## src/rtl/ix_unbundle_fifo_pkg.sv

```systemverilog
// ---------------------------------------------------------------------------
// ix_unbundle_fifo_pkg
// Shared definitions for the decode-to-issue buffer. The layout of the
// 248-bit decoded-instruction bundle lives here as a packed struct, so the
// decode bundler and this queue share one description of the field order.
// Contents:
//   BUNDLE_W      bundle width in bits (248)
//   DEPTH_DEF     default queue depth
//   dec_bundle_t  packed bundle, first member is the MSB
// ---------------------------------------------------------------------------
package ix_unbundle_fifo_pkg;

   localparam int BUNDLE_W  = 248;
   localparam int DEPTH_DEF = 4;

   // Member order is the bit order: pc occupies [247:184], fencei is bit 0.
   typedef struct packed {
      logic [63:0] pc;          // [247:184]
      logic        bp;          // [183]
      logic [1:0]  bp_track;    // [182:181]
      logic [63:0] bt;          // [180:117]
      logic [3:0]  op;          // [116:113]
      logic        option;      // [112]
      logic        truncate;    // [111]
      logic [1:0]  br_type;     // [110:109]
      logic        br_neg;      // [108]
      logic        br_base_src; // [107]
      logic        br_inj_pc;   // [106]
      logic        br_is_call;  // [105]
      logic        br_is_ret;   // [104]
      logic        mem_sign;    // [103]
      logic [1:0]  mem_width;   // [102:101]
      logic [1:0]  csr_op;      // [100:99]
      logic        mret;        // [98]
      logic        intr;        // [97]
      logic [3:0]  cause;       // [96:93]
      logic [2:0]  md_op;       // [92:90]
      logic        muldiv;      // [89]
      logic [2:0]  op_type;     // [88:86]
      logic [1:0]  operand1;    // [85:84]
      logic [1:0]  operand2;    // [83:82]
      logic [63:0] imm;         // [81:18]
      logic        legal;       // [17]
      logic        wb_en;       // [16]
      logic [4:0]  rs1;         // [15:11]
      logic [4:0]  rs2;         // [10:6]
      logic [4:0]  rd;          // [5:1]
      logic        fencei;      // [0]
   } dec_bundle_t;

endpackage

```

## src/rtl/ix_unbundle_fifo_if.sv

```systemverilog
// ---------------------------------------------------------------------------
// ix_unbundle_fifo_if
// Decode-side push handshake and issue-side head/pop handshake of the
// decode-to-issue buffer.
//   slave  : the buffer (takes dec_*, ix_ready, ix_flush; drives the rest)
//   master : the surrounding pipeline / environment
// Signals:
//   dec_bundle[247:0], dec_valid, dec_ready  decode push handshake
//   ix_valid, ix_ready, ix_flush, ix_count   issue handshake and occupancy
//   ix_<field>                               unpacked head-entry fields
// ---------------------------------------------------------------------------
interface ix_unbundle_fifo_if
   import ix_unbundle_fifo_pkg::*;
#(
   parameter int CNT_W = $clog2(DEPTH_DEF) + 1
);
   logic [BUNDLE_W-1:0] dec_bundle;
   logic                dec_valid;
   logic                dec_ready;
   logic                ix_valid;
   logic                ix_ready;
   logic                ix_flush;
   logic [CNT_W-1:0]    ix_count;
   logic [63:0]         ix_pc;
   logic                ix_bp;
   logic [1:0]          ix_bp_track;
   logic [63:0]         ix_bt;
   logic [3:0]          ix_op;
   logic                ix_option;
   logic                ix_truncate;
   logic [1:0]          ix_br_type;
   logic                ix_br_neg;
   logic                ix_br_base_src;
   logic                ix_br_inj_pc;
   logic                ix_br_is_call;
   logic                ix_br_is_ret;
   logic                ix_mem_sign;
   logic [1:0]          ix_mem_width;
   logic [1:0]          ix_csr_op;
   logic                ix_mret;
   logic                ix_intr;
   logic [3:0]          ix_cause;
   logic [2:0]          ix_md_op;
   logic                ix_muldiv;
   logic [2:0]          ix_op_type;
   logic [1:0]          ix_operand1;
   logic [1:0]          ix_operand2;
   logic [63:0]         ix_imm;
   logic                ix_legal;
   logic                ix_wb_en;
   logic [4:0]          ix_rs1;
   logic [4:0]          ix_rs2;
   logic [4:0]          ix_rd;
   logic                ix_fencei;

   modport slave (
      input  dec_bundle, dec_valid, ix_ready, ix_flush,
      output dec_ready, ix_valid, ix_count,
      output ix_pc, ix_bp, ix_bp_track, ix_bt, ix_op, ix_option, ix_truncate,
      output ix_br_type, ix_br_neg, ix_br_base_src, ix_br_inj_pc,
      output ix_br_is_call, ix_br_is_ret, ix_mem_sign, ix_mem_width,
      output ix_csr_op, ix_mret, ix_intr, ix_cause, ix_md_op, ix_muldiv,
      output ix_op_type, ix_operand1, ix_operand2, ix_imm, ix_legal,
      output ix_wb_en, ix_rs1, ix_rs2, ix_rd, ix_fencei
   );

   modport master (
      output dec_bundle, dec_valid, ix_ready, ix_flush,
      input  dec_ready, ix_valid, ix_count,
      input  ix_pc, ix_bp, ix_bp_track, ix_bt, ix_op, ix_option, ix_truncate,
      input  ix_br_type, ix_br_neg, ix_br_base_src, ix_br_inj_pc,
      input  ix_br_is_call, ix_br_is_ret, ix_mem_sign, ix_mem_width,
      input  ix_csr_op, ix_mret, ix_intr, ix_cause, ix_md_op, ix_muldiv,
      input  ix_op_type, ix_operand1, ix_operand2, ix_imm, ix_legal,
      input  ix_wb_en, ix_rs1, ix_rs2, ix_rd, ix_fencei
   );
endinterface

```

## src/rtl/ix_unbundle_fifo_ctrl.sv

```systemverilog
// ---------------------------------------------------------------------------
// ix_unbundle_fifo_ctrl
// Generic pointer/occupancy control for a power-of-two circular queue.
// Ports:
//   i_clk, i_rst         clock, synchronous active-high reset
//   i_push_req           producer offers an entry
//   i_pop_req            consumer takes the head entry
//   i_flush              drop all entries on the next edge
//   o_push               write strobe for the storage array (accepted push)
//   o_full, o_empty      occupancy flags, derived from the count register
//   o_wp, o_rp           write / read pointers
//   o_count              occupancy 0..DEPTH
// ---------------------------------------------------------------------------
module ix_unbundle_fifo_ctrl #(
   parameter  int DEPTH = 4,
   parameter  int CNT_W = $clog2(DEPTH) + 1,
   localparam int PTR_W = $clog2(DEPTH)
) (
   input  logic             i_clk,
   input  logic             i_rst,
   input  logic             i_push_req,
   input  logic             i_pop_req,
   input  logic             i_flush,
   output logic             o_push,
   output logic             o_full,
   output logic             o_empty,
   output logic [PTR_W-1:0] o_wp,
   output logic [PTR_W-1:0] o_rp,
   output logic [CNT_W-1:0] o_count
);
   localparam logic [CNT_W-1:0] FULL_CNT = CNT_W'(DEPTH);

   logic [PTR_W-1:0] r_wp;
   logic [PTR_W-1:0] r_rp;
   logic [CNT_W-1:0] r_count;
   logic             w_full;
   logic             w_empty;
   logic             w_push;
   logic             w_pop;

   // Full/empty come from the count, so equal pointers are never ambiguous.
   assign w_full  = (r_count == FULL_CNT);
   assign w_empty = (r_count == '0);

   // Full blocks a push even when a pop happens in the same cycle: this keeps
   // the consumer's ready off the producer's ready path. Flush and reset
   // also cancel the push so the array is never written for a dropped bundle.
   assign w_push = i_push_req && !w_full  && !i_flush && !i_rst;
   assign w_pop  = i_pop_req  && !w_empty && !i_flush && !i_rst;

   // Pointer and occupancy state; reset wins over flush, flush over traffic.
   always_ff @(posedge i_clk) begin
      if (i_rst) begin
         r_wp    <= '0;
         r_rp    <= '0;
         r_count <= '0;
      end else if (i_flush) begin
         r_wp    <= '0;
         r_rp    <= '0;
         r_count <= '0;
      end else begin
         if (w_push) begin
            r_wp <= r_wp + PTR_W'(1);
         end
         if (w_pop) begin
            r_rp <= r_rp + PTR_W'(1);
         end
         case ({w_push, w_pop})
            2'b10:   r_count <= r_count + CNT_W'(1);
            2'b01:   r_count <= r_count - CNT_W'(1);
            default: r_count <= r_count;
         endcase
      end
   end

   assign o_push  = w_push;
   assign o_full  = w_full;
   assign o_empty = w_empty;
   assign o_wp    = r_wp;
   assign o_rp    = r_rp;
   assign o_count = r_count;

endmodule

```

## src/rtl/ix_unbundle_fifo.sv

```systemverilog
// ---------------------------------------------------------------------------
// ix_unbundle_fifo
// Decode-to-issue buffer: stores decoded-instruction bundles in a small
// circular queue and presents the head entry to issue as unpacked fields.
// Ports:
//   i_clk, i_rst   clock, synchronous active-high reset
//   bus (slave)    dec_bundle/dec_valid/dec_ready push side,
//                  ix_valid/ix_ready/ix_flush/ix_count and ix_<field> head
// All outputs are functions of registers only (count, rp, storage array).
// ---------------------------------------------------------------------------
module ix_unbundle_fifo
   import ix_unbundle_fifo_pkg::*;
#(
   parameter  int DEPTH = DEPTH_DEF,
   parameter  int CNT_W = $clog2(DEPTH) + 1,
   localparam int PTR_W = $clog2(DEPTH)
) (
   input  logic                i_clk,
   input  logic                i_rst,
   ix_unbundle_fifo_if.slave   bus
);
   dec_bundle_t      r_mem [DEPTH];
   logic             w_push;
   logic             w_full;
   logic             w_empty;
   logic [PTR_W-1:0] w_wp;
   logic [PTR_W-1:0] w_rp;
   logic [CNT_W-1:0] w_count;
   dec_bundle_t      w_head;

   ix_unbundle_fifo_ctrl #(
      .DEPTH (DEPTH),
      .CNT_W (CNT_W)
   ) u_ctrl (
      .i_clk      (i_clk),
      .i_rst      (i_rst),
      .i_push_req (bus.dec_valid),
      .i_pop_req  (bus.ix_ready),
      .i_flush    (bus.ix_flush),
      .o_push     (w_push),
      .o_full     (w_full),
      .o_empty    (w_empty),
      .o_wp       (w_wp),
      .o_rp       (w_rp),
      .o_count    (w_count)
   );

   // Bundle storage; contents are kept across flush and reset, only the
   // pointers move, so the head fields stay stable while empty.
   always_ff @(posedge i_clk) begin
      if (w_push) begin
         r_mem[w_wp] <= bus.dec_bundle;
      end
   end

   assign bus.dec_ready = !w_full;
   assign bus.ix_valid  = !w_empty;
   assign bus.ix_count  = w_count;

   // Head entry is read straight from the array: no bypass when empty.
   assign w_head = r_mem[w_rp];

   assign bus.ix_pc          = w_head.pc;
   assign bus.ix_bp          = w_head.bp;
   assign bus.ix_bp_track    = w_head.bp_track;
   assign bus.ix_bt          = w_head.bt;
   assign bus.ix_op          = w_head.op;
   assign bus.ix_option      = w_head.option;
   assign bus.ix_truncate    = w_head.truncate;
   assign bus.ix_br_type     = w_head.br_type;
   assign bus.ix_br_neg      = w_head.br_neg;
   assign bus.ix_br_base_src = w_head.br_base_src;
   assign bus.ix_br_inj_pc   = w_head.br_inj_pc;
   assign bus.ix_br_is_call  = w_head.br_is_call;
   assign bus.ix_br_is_ret   = w_head.br_is_ret;
   assign bus.ix_mem_sign    = w_head.mem_sign;
   assign bus.ix_mem_width   = w_head.mem_width;
   assign bus.ix_csr_op      = w_head.csr_op;
   assign bus.ix_mret        = w_head.mret;
   assign bus.ix_intr        = w_head.intr;
   assign bus.ix_cause       = w_head.cause;
   assign bus.ix_md_op       = w_head.md_op;
   assign bus.ix_muldiv      = w_head.muldiv;
   assign bus.ix_op_type     = w_head.op_type;
   assign bus.ix_operand1    = w_head.operand1;
   assign bus.ix_operand2    = w_head.operand2;
   assign bus.ix_imm         = w_head.imm;
   assign bus.ix_legal       = w_head.legal;
   assign bus.ix_wb_en       = w_head.wb_en;
   assign bus.ix_rs1         = w_head.rs1;
   assign bus.ix_rs2         = w_head.rs2;
   assign bus.ix_rd          = w_head.rd;
   assign bus.ix_fencei      = w_head.fencei;

endmodule

```

## src/flat_wrapper.sv

```systemverilog
// flat-port wrapper written by rule: the top's interface ports become plain ports
module ix_unbundle_fifo_flat import ix_unbundle_fifo_pkg::*;
#(
   parameter  int DEPTH = DEPTH_DEF,
   parameter  int CNT_W = $clog2(DEPTH) + 1,
   localparam int PTR_W = $clog2(DEPTH)
)
  (i_clk, i_rst, bus_dec_bundle, bus_dec_valid, bus_ix_ready, bus_ix_flush, bus_dec_ready, bus_ix_valid, bus_ix_count, bus_ix_pc, bus_ix_bp, bus_ix_bp_track, bus_ix_bt, bus_ix_op, bus_ix_option, bus_ix_truncate, bus_ix_br_type, bus_ix_br_neg, bus_ix_br_base_src, bus_ix_br_inj_pc, bus_ix_br_is_call, bus_ix_br_is_ret, bus_ix_mem_sign, bus_ix_mem_width, bus_ix_csr_op, bus_ix_mret, bus_ix_intr, bus_ix_cause, bus_ix_md_op, bus_ix_muldiv, bus_ix_op_type, bus_ix_operand1, bus_ix_operand2, bus_ix_imm, bus_ix_legal, bus_ix_wb_en, bus_ix_rs1, bus_ix_rs2, bus_ix_rd, bus_ix_fencei);
  ix_unbundle_fifo_if #(.CNT_W(CNT_W)) bus_i ();
  input  logic i_clk;
  input  logic i_rst;
  input wire logic [$bits(bus_i.dec_bundle)-1:0] bus_dec_bundle;
  input wire logic [$bits(bus_i.dec_valid)-1:0] bus_dec_valid;
  input wire logic [$bits(bus_i.ix_ready)-1:0] bus_ix_ready;
  input wire logic [$bits(bus_i.ix_flush)-1:0] bus_ix_flush;
  output wire logic [$bits(bus_i.dec_ready)-1:0] bus_dec_ready;
  output wire logic [$bits(bus_i.ix_valid)-1:0] bus_ix_valid;
  output wire logic [$bits(bus_i.ix_count)-1:0] bus_ix_count;
  output wire logic [$bits(bus_i.ix_pc)-1:0] bus_ix_pc;
  output wire logic [$bits(bus_i.ix_bp)-1:0] bus_ix_bp;
  output wire logic [$bits(bus_i.ix_bp_track)-1:0] bus_ix_bp_track;
  output wire logic [$bits(bus_i.ix_bt)-1:0] bus_ix_bt;
  output wire logic [$bits(bus_i.ix_op)-1:0] bus_ix_op;
  output wire logic [$bits(bus_i.ix_option)-1:0] bus_ix_option;
  output wire logic [$bits(bus_i.ix_truncate)-1:0] bus_ix_truncate;
  output wire logic [$bits(bus_i.ix_br_type)-1:0] bus_ix_br_type;
  output wire logic [$bits(bus_i.ix_br_neg)-1:0] bus_ix_br_neg;
  output wire logic [$bits(bus_i.ix_br_base_src)-1:0] bus_ix_br_base_src;
  output wire logic [$bits(bus_i.ix_br_inj_pc)-1:0] bus_ix_br_inj_pc;
  output wire logic [$bits(bus_i.ix_br_is_call)-1:0] bus_ix_br_is_call;
  output wire logic [$bits(bus_i.ix_br_is_ret)-1:0] bus_ix_br_is_ret;
  output wire logic [$bits(bus_i.ix_mem_sign)-1:0] bus_ix_mem_sign;
  output wire logic [$bits(bus_i.ix_mem_width)-1:0] bus_ix_mem_width;
  output wire logic [$bits(bus_i.ix_csr_op)-1:0] bus_ix_csr_op;
  output wire logic [$bits(bus_i.ix_mret)-1:0] bus_ix_mret;
  output wire logic [$bits(bus_i.ix_intr)-1:0] bus_ix_intr;
  output wire logic [$bits(bus_i.ix_cause)-1:0] bus_ix_cause;
  output wire logic [$bits(bus_i.ix_md_op)-1:0] bus_ix_md_op;
  output wire logic [$bits(bus_i.ix_muldiv)-1:0] bus_ix_muldiv;
  output wire logic [$bits(bus_i.ix_op_type)-1:0] bus_ix_op_type;
  output wire logic [$bits(bus_i.ix_operand1)-1:0] bus_ix_operand1;
  output wire logic [$bits(bus_i.ix_operand2)-1:0] bus_ix_operand2;
  output wire logic [$bits(bus_i.ix_imm)-1:0] bus_ix_imm;
  output wire logic [$bits(bus_i.ix_legal)-1:0] bus_ix_legal;
  output wire logic [$bits(bus_i.ix_wb_en)-1:0] bus_ix_wb_en;
  output wire logic [$bits(bus_i.ix_rs1)-1:0] bus_ix_rs1;
  output wire logic [$bits(bus_i.ix_rs2)-1:0] bus_ix_rs2;
  output wire logic [$bits(bus_i.ix_rd)-1:0] bus_ix_rd;
  output wire logic [$bits(bus_i.ix_fencei)-1:0] bus_ix_fencei;
  assign bus_i.dec_bundle = bus_dec_bundle;
  assign bus_i.dec_valid = bus_dec_valid;
  assign bus_i.ix_ready = bus_ix_ready;
  assign bus_i.ix_flush = bus_ix_flush;
  assign bus_dec_ready = bus_i.dec_ready;
  assign bus_ix_valid = bus_i.ix_valid;
  assign bus_ix_count = bus_i.ix_count;
  assign bus_ix_pc = bus_i.ix_pc;
  assign bus_ix_bp = bus_i.ix_bp;
  assign bus_ix_bp_track = bus_i.ix_bp_track;
  assign bus_ix_bt = bus_i.ix_bt;
  assign bus_ix_op = bus_i.ix_op;
  assign bus_ix_option = bus_i.ix_option;
  assign bus_ix_truncate = bus_i.ix_truncate;
  assign bus_ix_br_type = bus_i.ix_br_type;
  assign bus_ix_br_neg = bus_i.ix_br_neg;
  assign bus_ix_br_base_src = bus_i.ix_br_base_src;
  assign bus_ix_br_inj_pc = bus_i.ix_br_inj_pc;
  assign bus_ix_br_is_call = bus_i.ix_br_is_call;
  assign bus_ix_br_is_ret = bus_i.ix_br_is_ret;
  assign bus_ix_mem_sign = bus_i.ix_mem_sign;
  assign bus_ix_mem_width = bus_i.ix_mem_width;
  assign bus_ix_csr_op = bus_i.ix_csr_op;
  assign bus_ix_mret = bus_i.ix_mret;
  assign bus_ix_intr = bus_i.ix_intr;
  assign bus_ix_cause = bus_i.ix_cause;
  assign bus_ix_md_op = bus_i.ix_md_op;
  assign bus_ix_muldiv = bus_i.ix_muldiv;
  assign bus_ix_op_type = bus_i.ix_op_type;
  assign bus_ix_operand1 = bus_i.ix_operand1;
  assign bus_ix_operand2 = bus_i.ix_operand2;
  assign bus_ix_imm = bus_i.ix_imm;
  assign bus_ix_legal = bus_i.ix_legal;
  assign bus_ix_wb_en = bus_i.ix_wb_en;
  assign bus_ix_rs1 = bus_i.ix_rs1;
  assign bus_ix_rs2 = bus_i.ix_rs2;
  assign bus_ix_rd = bus_i.ix_rd;
  assign bus_ix_fencei = bus_i.ix_fencei;
  ix_unbundle_fifo #(.DEPTH(DEPTH), .CNT_W(CNT_W)) u_core (.i_clk(i_clk), .i_rst(i_rst), .bus(bus_i));
endmodule
```

## config.mk

```make
export PLATFORM = sky130hd
export DESIGN_NAME = ix_unbundle_fifo_flat
export DESIGN_NICKNAME = d
export VERILOG_FILES = /design/src/rtl/ix_unbundle_fifo_pkg.sv /design/src/rtl/ix_unbundle_fifo_if.sv /design/src/rtl/ix_unbundle_fifo_ctrl.sv /design/src/rtl/ix_unbundle_fifo.sv /design/src/flat_wrapper.sv
export SDC_FILE = /design/constraint.sdc
export NUM_CORES = 1
export LEC_CHECK = 0
export BUFFER_PORTS_ARGS = -buffer_cell sky130_fd_sc_hd__buf_2
export CELL_PAD_IN_SITES_DETAIL_PLACEMENT = 1
export CELL_PAD_IN_SITES_GLOBAL_PLACEMENT = 2
export CORE_ASPECT_RATIO = 0.8
export CORE_MARGIN = 2
export CORE_UTILIZATION = 40
export CTS_BUF_LIST = sky130_fd_sc_hd__clkbuf_8
export CTS_CLUSTER_SIZE = 8
export DETAILED_ROUTE_END_ITERATION = 8
export GPL_ROUTABILITY_DRIVEN = 0
export GPL_TIMING_DRIVEN = 0
export PLACE_DENSITY = 0.77
export SYNTH_ARGS = -nofsm -noshare
export SYNTH_HDL_FRONTEND = slang
export SYNTH_SLANG_ARGS = --single-unit
```

## constraint.sdc

```tcl
create_clock -name i_clk -period 15.2 [get_ports i_clk]
set_clock_uncertainty 0.2 [all_clocks]
set_input_delay 0.76 -clock i_clk [delete_from_list [all_inputs] [get_ports i_clk]]
set_output_delay 0.76 -clock i_clk [all_outputs]
set_load 0.02 [all_outputs]
```

==> results.txt, run 1 <==
- The H-tree was split into 4 levels.
* Aggregate routed wire length: 85,000 um
- Pin count of the biggest net entering global routing: 57
- Growth of design area from synthesis to finish: 26.7%
- Nets in the synthesized netlist: between 1,500 and 2,000
- Post-cts sizing count: 0
- Broken down by cell family, the worst path's largest delay share belongs to buffers and inverters.
* Most common cell in the netlist: sky130_fd_sc_hd__edfxtp_1
- The hold violation count in the final report came to 0.
- The worst path uses approximately 28% of the clock period.
- Antenna-violating nets left: 0
* Share of layout cells above drive strength 1: between 40 and 50%
* # setup viols final: 0
- The biggest area contributor in the post-synthesis netlist is sky130_fd_sc_hd__edfxtp_1.
* DRC violation count after routing: 0
* Fraction of registers with async set or reset after synthesis: 0%
- Top area cells in the synthesized netlist: sky130_fd_sc_hd__edfxtp_1, sky130_fd_sc_hd__mux4_2, sky130_fd_sc_hd__buf_12
- The synthesized design contains roughly 1,000 register bits.
- Share of power burned in the clock network: 37.8%
* Leading post-synthesis cells by instance count: sky130_fd_sc_hd__edfxtp_1, sky130_fd_sc_hd__mux4_2, sky130_fd_sc_hd__buf_2
- Setup total negative slack on the finished layout was measured at 0 ns.
- After floorplanning, the core was sized to cover 90,800 um2.
* Area fraction of the dominant cell type after synthesis: roughly four fifths
* Utilization after layout: 50.9%
- Counting distinct cell types in the post-synthesis netlist gives 24.
- Input and output buffers added on the ports amount to a little over 500.
* Slowest cell on the critical path: sky130_fd_sc_hd__clkbuf_1
* Slowest Stage Delay on Critical Path: 0.89 ns
* Worst Path Max Fanout: 10
* Max-capacitance violation count: 0
* Total routing resource utilization after global routing: 18.2%
- Sequential elements use 82.1% of the synthesized area.
* Relative max-transition margin: 21.5%
- At the worst endpoint, the required time is 14.24 ns.
* # Post-CTS Setup Buffers: 0
* Initial antenna violation count: 7
- A synthesized cell averages ~27 um2.
- Overall die height: approximately 270 um
- Together, buffers and inverters on the worst path number 4.
* Max Root-Sink Buffers: 3
- The clock reaches the later pin of the worst-skew pair after about 0.8 ns.
* Part of the total power dissipated in combinational logic: 4.2%
* Leakage: 15.5 nW
* Max-slew violation count: 0
- Setup repair after global routing left no endpoint under its margin.
- The critical path goes through buf_2 -> clkbuf_1 -> buf_2 -> mux4_2 -> buf_2.
- The number of global-route vias before repair came to 20,000.
- Per report_power, the sequential group accounts for 58.0% of the total.
* Number of hold buffers added after CTS: 249
* Worst setup path class: reg2out
- Flip-flop cell with the highest count after synthesis: sky130_fd_sc_hd__edfxtp_1
- Register area: 30,000 um2
- After layout, the worst setup slack is 10.89 ns.
* Period minus WS final: 4.31 ns
- The startpoint identified for the worst hold timing path is bus_ix_ready.
* Number of inserted filler cells in the final layout: around 8,000
- The min-delay analysis places its worst path in the category in2reg.
* Row count: 99
- Final Net Count: 2,541
- Io pins: 506
- Clock-pin slew was measured on the worst setup and hold paths at 0.06 ns.
* Top achievable clock speed: 232 MHz
* Pwr per Cell Area: 115 nW/um2
- In this run switching power makes up a little over a fifth of total power.
- The design draws between 5 and 6 mW.
- Summed over all nets, the switching power comes to 1.14 mW.
* Multi-input combinational cell area: roughly 6000 um2
- Worst ir drop on vdd: 0.0792 mV
- Number of cells produced by synthesis: 1,349
- The floorplan step defined a die boundary enclosing ~94,000 um2.
- Effective utilization at floorplan: 40.2%
- TritonCTS created 157 clock buffers.
- From left edge to right edge, the die measures 342 um.
* Kind of end point of the critical path: output port
* Cell occurring most often along the worst timing path: sky130_fd_sc_hd__buf_2
- Post-route worst hold slack: around 0.18 ns
- Data on the critical path arrives at its endpoint at 3.35 ns.
- After detailed routing, the average wire length per cell comes to 23.6 um.
* Grt total ovfl: 0
- The pre-antenna-repair detailed-routing pass consisted of 5 iterations.
- For this design, the sink count on the clock tree is 1,001.
- Synthesized area: 36,500 um2
- TritonCTS built the clock tree.
- STA classifies the critical path startpoint as a flop.
- The run finished with clean final reports.
- Root buffer cell: sky130_fd_sc_hd__clkbuf_8
- The internal portion of the total power is 4.16 mW.
* Yosys synthesis warning count: 0
* Via total after detailed routing: ~18,000
* Iteration-0 DRC Markers: 1,012
- OpenSTA, run right after detailed placement, puts the worst setup slack at 11.54 ns.
- Actual slew at the worst max-slew pin: between 1 and 1.5 ns
- Dividing the detail-routed via count by the number of cells gives ~4.9.
- Counting flops with a built-in enable in the synthesized netlist gives 992.
- In this run the critical register-to-register path is launched from u_core.u_ctrl.o_count[0].
* Post-detailed-placement half-perimeter wirelength: 53,400 um
* Global-route wire length before repair: 127,000 um
-- cell families (layout without fill, tap and decap cells) --
group | after synthesis | after routing | share of synthesized area [%]
other | 0 | 4 | 0
XOR/XNOR | 4 | 4 | 0.0960
AO/OA/AOI/OAI | 7 | 7 | 0.120
buffers and inverters | 62 | 1094 | 1.80
adder cells (fa/ha/maj) | 6 | 6 | 0.226
multiplexers | 248 | 248 | 15.3
flip-flops | 1001 | 1001 | 82.1
AND/OR/NAND/NOR | 21 | 21 | 0.312
-- power by group through the flow --
stage	registers [mW]	logic [mW]	clock network, mW
6_report	3.07	0.222	2.00
4_1_cts	3.07	0.225	2.06
3_3_place_gp	3.14	0.153	0
3_5_place_dp	3.13	0.168	0
5_1_grt	3.07	0.239	2.18
2_1_floorplan	3.14	0.0686	0
-- final cells by class --
type | instances | area share [%]
clock inverter | 98 | 1.02
antenna | 4 | 0.0216
inverter | 5 | 0.0406
timing repair buffer | 774 | 12.0
clock buffer | 160 | 4.76
tap | 1212 | 3.28
multi-input combinational | 286 | 12.7
buffer | 57 | 1.38
sequential | 1001 | 64.8
-- worst register-to-register path, stage by stage, from the launching register on --
cell	delay [ns]
sky130_fd_sc_hd__dfxtp_1	0.52
sky130_fd_sc_hd__or3b_4	0.22
sky130_fd_sc_hd__and2_4	0.18
sky130_fd_sc_hd__and3_4	0.53
sky130_fd_sc_hd__buf_16	0.34
sky130_fd_sc_hd__buf_16	0.34
sky130_fd_sc_hd__buf_12	0.33
-- metal layers --
metal  global-route usage [%]  part of all wire, %  vias up
met4                     6.48                  3.0        8
met5                        0                0.065        -
li1                         -                    -     7767
met1                     22.3                   39     9279
met2                     30.6                   51      542
met3                     5.68                  6.6      181
-- placed cells by master (no fill, tap or decap), drive strengths merged, types with 4 or more instances in the layout --
master | netlist | layout
edfxtp | 992 | 992
buf | 52 | 577
dlygate4sd3 | 0 | 249
mux4 | 248 | 248
clkbuf | 5 | 165
inv | 5 | 67
clkinv | 0 | 28
dfxtp | 9 | 9
nor2 | 8 | 8
clkinvlp | 0 | 7
ha | 5 | 5
diode | 0 | 4
and3 | 4 | 4
xor2 | 4 | 4
-- final timing paths --
check             depth (start not counted)                    end  slack (ns)
setup / recovery                          5         bus_ix_imm[28]       10.89
hold / removal                            4  u_core.u_ctrl.o_rp[0]        0.18
setup reg to reg                          6    u_core.r_mem[0][18]       12.19
hold reg to reg                           2  u_core.u_ctrl.o_wp[0]        0.32
-- flip-flops by register name, summed over array words and instances (netlist names), named ones only --
register / cells
u_core.r_mem: 992
u_core.u_ctrl.o_wp: 2
u_core.u_ctrl.o_rp: 2
u_core.u_ctrl.o_count: 3
-- through the flow --
step	area [um2]	instances
5_1_grt	46200	3595
3_3_place_gp	40500	3066
3_5_place_dp	41100	3086
4_1_cts	46200	3593
2_1_floorplan	36500	1349
6_report	46200	3597
Power figures use the tool's default switching activity.
==> run 2, diff against run 1 <==
- PLACE_DENSITY: 0.77 -> 0.8
- clock period: 15.2 -> 3.6 ns (I/O delays scaled with it)
==> results.txt, run 2 (same netlist as run 1, synthesis figures left out) <==
* Arrival time at the worst endpoint: 2.86 ns (-0.49 ns)
- The area of the placeable core was 90,800 um2 (unchanged).
- The initial antenna violation count was 10 (+3).
- The routed via count divided by cell count was 5.05 (+2.1%).
- The clock sink total came to 1,001 (unchanged).
* Effective utilization at floorplan: 40.2% (unchanged)
* DIE AREA: 93,700 um2 (unchanged)
- Share of layout cells above drive strength 1: 38.6% (-3.8 points)
* Number of global-route vias before repair: 22,300 (+12%)
- Hold Path Cell Cnt: 2 (-2)
- DRC violation count after routing: 0 (unchanged)
- The H-tree depth was 4 (unchanged).
- Row count: 99 (unchanged)
- TritonCTS clock tree: yes
- Final non-filler cell area: 48,900 um2 (+5.7%)
* Final Net Count: 2,797 (+10%)
- The final cell count without fillers was 3,859 (+7.3%).
* Pin count of the biggest net entering global routing: 58 (+1.8%)
* Setup slack at placement: 0.424 ns (-11.11 ns)
- Worst Path Max Fanout: 10 (unchanged)
- Register share of total power: 56.0% (-2.0 points)
* Source-to-sink clock delay at the later pin of the worst-skew pair: 0.79 ns (about the same)
- The required time reported for the critical path endpoint is 3.22 ns (-11.02 ns).
* Overall die height: 274 um (unchanged)
- The post-placement cell area came to 41,000 um2 (-0.13%).
- Sw power: 5.24 mW (+360%)
* Worst ir drop on vdd: 0.314 mV (+300%)
- The share of total power in the clock network is 38.9% (+1.1 points).
* Clock slew seen by the registers of the worst setup and hold paths: 0.07 ns (about the same)
- Io pins: 506 (unchanged)
- The internal power consumption was 17.9 mW (+330%).
* Leakage: 16.7 nW (+7.1%)
- The power density over the cells is 474 nW/um2 (+310%).
* Most used cells in the layout excluding fill and tap cells: sky130_fd_sc_hd__edfxtp_1, sky130_fd_sc_hd__buf_2, sky130_fd_sc_hd__dlygate4sd3_1
* Worst setup path class: reg2out
- Die Width: 342 um (unchanged)
* Reg-to-reg startpoint: u_core.u_ctrl.o_count[0]
- Max-capacitance violation count: 0 (unchanged)
- Category of the worst setup path launch point: flop
- The number of buffer cells added on primary ports came to 505 (unchanged).
- The worst hold path begins at bus_dec_bundle[177].
* Final Hold Fails: 0 (unchanged)
* Part of the total power dissipated in combinational logic: 5.1% (+0.9 points)
- The setup violation total in the final timing report was 0 (unchanged).
- The number of buffers on the longest clock path is 3 (unchanged).
- Root buffer cell: sky130_fd_sc_hd__clkbuf_8
* Most common cell after layout, fill and taps aside: sky130_fd_sc_hd__edfxtp_1
- Setup repair after global routing left no endpoint under its margin.
- The worst reg-to-reg path cell count came to 5 (-1).
- Of the available clock period, the critical path in the final layout requires 90.0%.
- Total routing resource utilization after global routing: 21.3% (+3.1 points)
* Type of the most critical hold path: in2reg
- The switching portion of total power is 22.6% (+1.1 points).
- The worst setup path is captured at an output port.
* Relative max-transition margin: 31.7% (+10 points)
* DR pass1 iterations: 5 (unchanged)
- The flow ran to the end, and the final reports show no timing, DRC or antenna violations.
- Iteration-0 DRC Markers: 1,397 (+38%)
- Derived from the worst setup path, the maximum achievable clock frequency is just over 300 MHz.
- The max-slew violation count is 0 (unchanged).
- The detail-routed net length per standard cell was 26.0 um (+9.8%).
- Number of buffers inserted during clock tree synthesis: 160 (+1.9%)
* Aggregate routed wire length: 100,000 um (+18%)
* Top register by number of flip-flops: u_core.r_mem
- Via total after detailed routing: 19,500 (+9.5%)
* Total power of the final layout: 23.2 mW (+340%)
- Growth of design area from synthesis to finish: 34.0%
- The total congestion overflow was 0 (unchanged).
- For the finished layout, the period the worst path requires is 3.24 ns.
- The first-pass GRT wire length is 146,000 um (+15%).
- The slew of the pin with the lowest slew margin was 1.02 ns (-0.154 ns).
* Number of flip-flops in the largest register: 992 (unchanged)
- The count of nets left with antenna violations after detail routing came to 0 (unchanged).
- The core utilization of the finished layout came to 53.8% (+2.9 points).
- The detailed placer's ending HPWL came to 54,600 um (+2.2%).
- The setup slack after layout was 0.360 ns (-10.53 ns).
- The number of cells in the design after placement was 3,083 (-0.097%).
[run 2: changes by cell type in the layout (fill, tap and decap cells not counted), sizes merged]
cell	change
clkinv	+3
dlygate4sd3	+256
clkbuf	+3
diode	+3
buf	-3
clkinvlp	-1
bufinv	+1
[run 2: layout make-up]
class,count,area [um2]
multi-input combinational,286,5880
timing repair buffer,1027,8050
buffer,57,642
sequential,1001,30000
inverter,5,18.8
clock inverter,101,546
tap,1212,1520
clock buffer,163,2240
antenna,7,17.5
fill,8154,41900
[run 2: final timing paths]
kind | end | slack [ns]
worst max-delay path | bus_ix_mem_width[1] | 0.36
worst min-delay path | u_core.r_mem[3][177] | 0.12
worst max register to register | u_core.r_mem[3][137] | 0.51
worst min register to register | u_core.u_ctrl.o_wp[0] | 0.35
[run 2: power groups by stage]
| stage | registers [mW] | logic [mW] | clock network (mW) |
|---|---|---|---|
| CTS | 13.0 | 1.16 | 9.00 |
| finish | 13.0 | 1.19 | 9.00 |
| global placement | 13.2 | 0.646 | 0 |
| floorplan | 13.2 | 0.290 | 0 |
| global route | 13.0 | 1.27 | 9.67 |
| detailed placement | 13.2 | 0.716 | 0 |
[run 2: timing repair]
| action | 4_1_cts | 5_1_grt |
|---|---|---|
| hold endpoints to repair | 1023 | 0 |
| hold buffers | 505 | 0 |
| gates resized for setup | 2 | 0 |
| setup buffers | 0 | 0 |
| endpoints found under the setup margin | 200 | 0 |
[run 2: metrics by stage]
stage | hold WS [ns] | TNS (ns)
2_1_floorplan | 0.0789 | -1000.59
3_3_place_gp | 0.189 | -3296.01
3_5_place_dp | 0.198 | 0
4_1_cts | 0.0228 | 0
5_1_grt | 0.0853 | 0
6_report | 0.116 | 0
[run 2: critical path: stages (launching register included)]
cell	delay (ns)
sky130_fd_sc_hd__dfxtp_1	0.30
sky130_fd_sc_hd__buf_2	0.18
sky130_fd_sc_hd__clkbuf_2	0.54
sky130_fd_sc_hd__buf_2	0.45
sky130_fd_sc_hd__mux4_2	0.38
sky130_fd_sc_hd__buf_2	0.19
[run 2: per-layer routing]
| layer | vias to the layer above | track usage, % | part of all wire (%) |
|---|---|---|---|
| met5 | - | 0 | 0.016 |
| met4 | 2 | 7.89 | 3.0 |
| met3 | 198 | 5.66 | 6.3 |
| met2 | 703 | 37.6 | 53 |
| met1 | 10300 | 25.1 | 37 |
| li1 | 8286 | - | - |
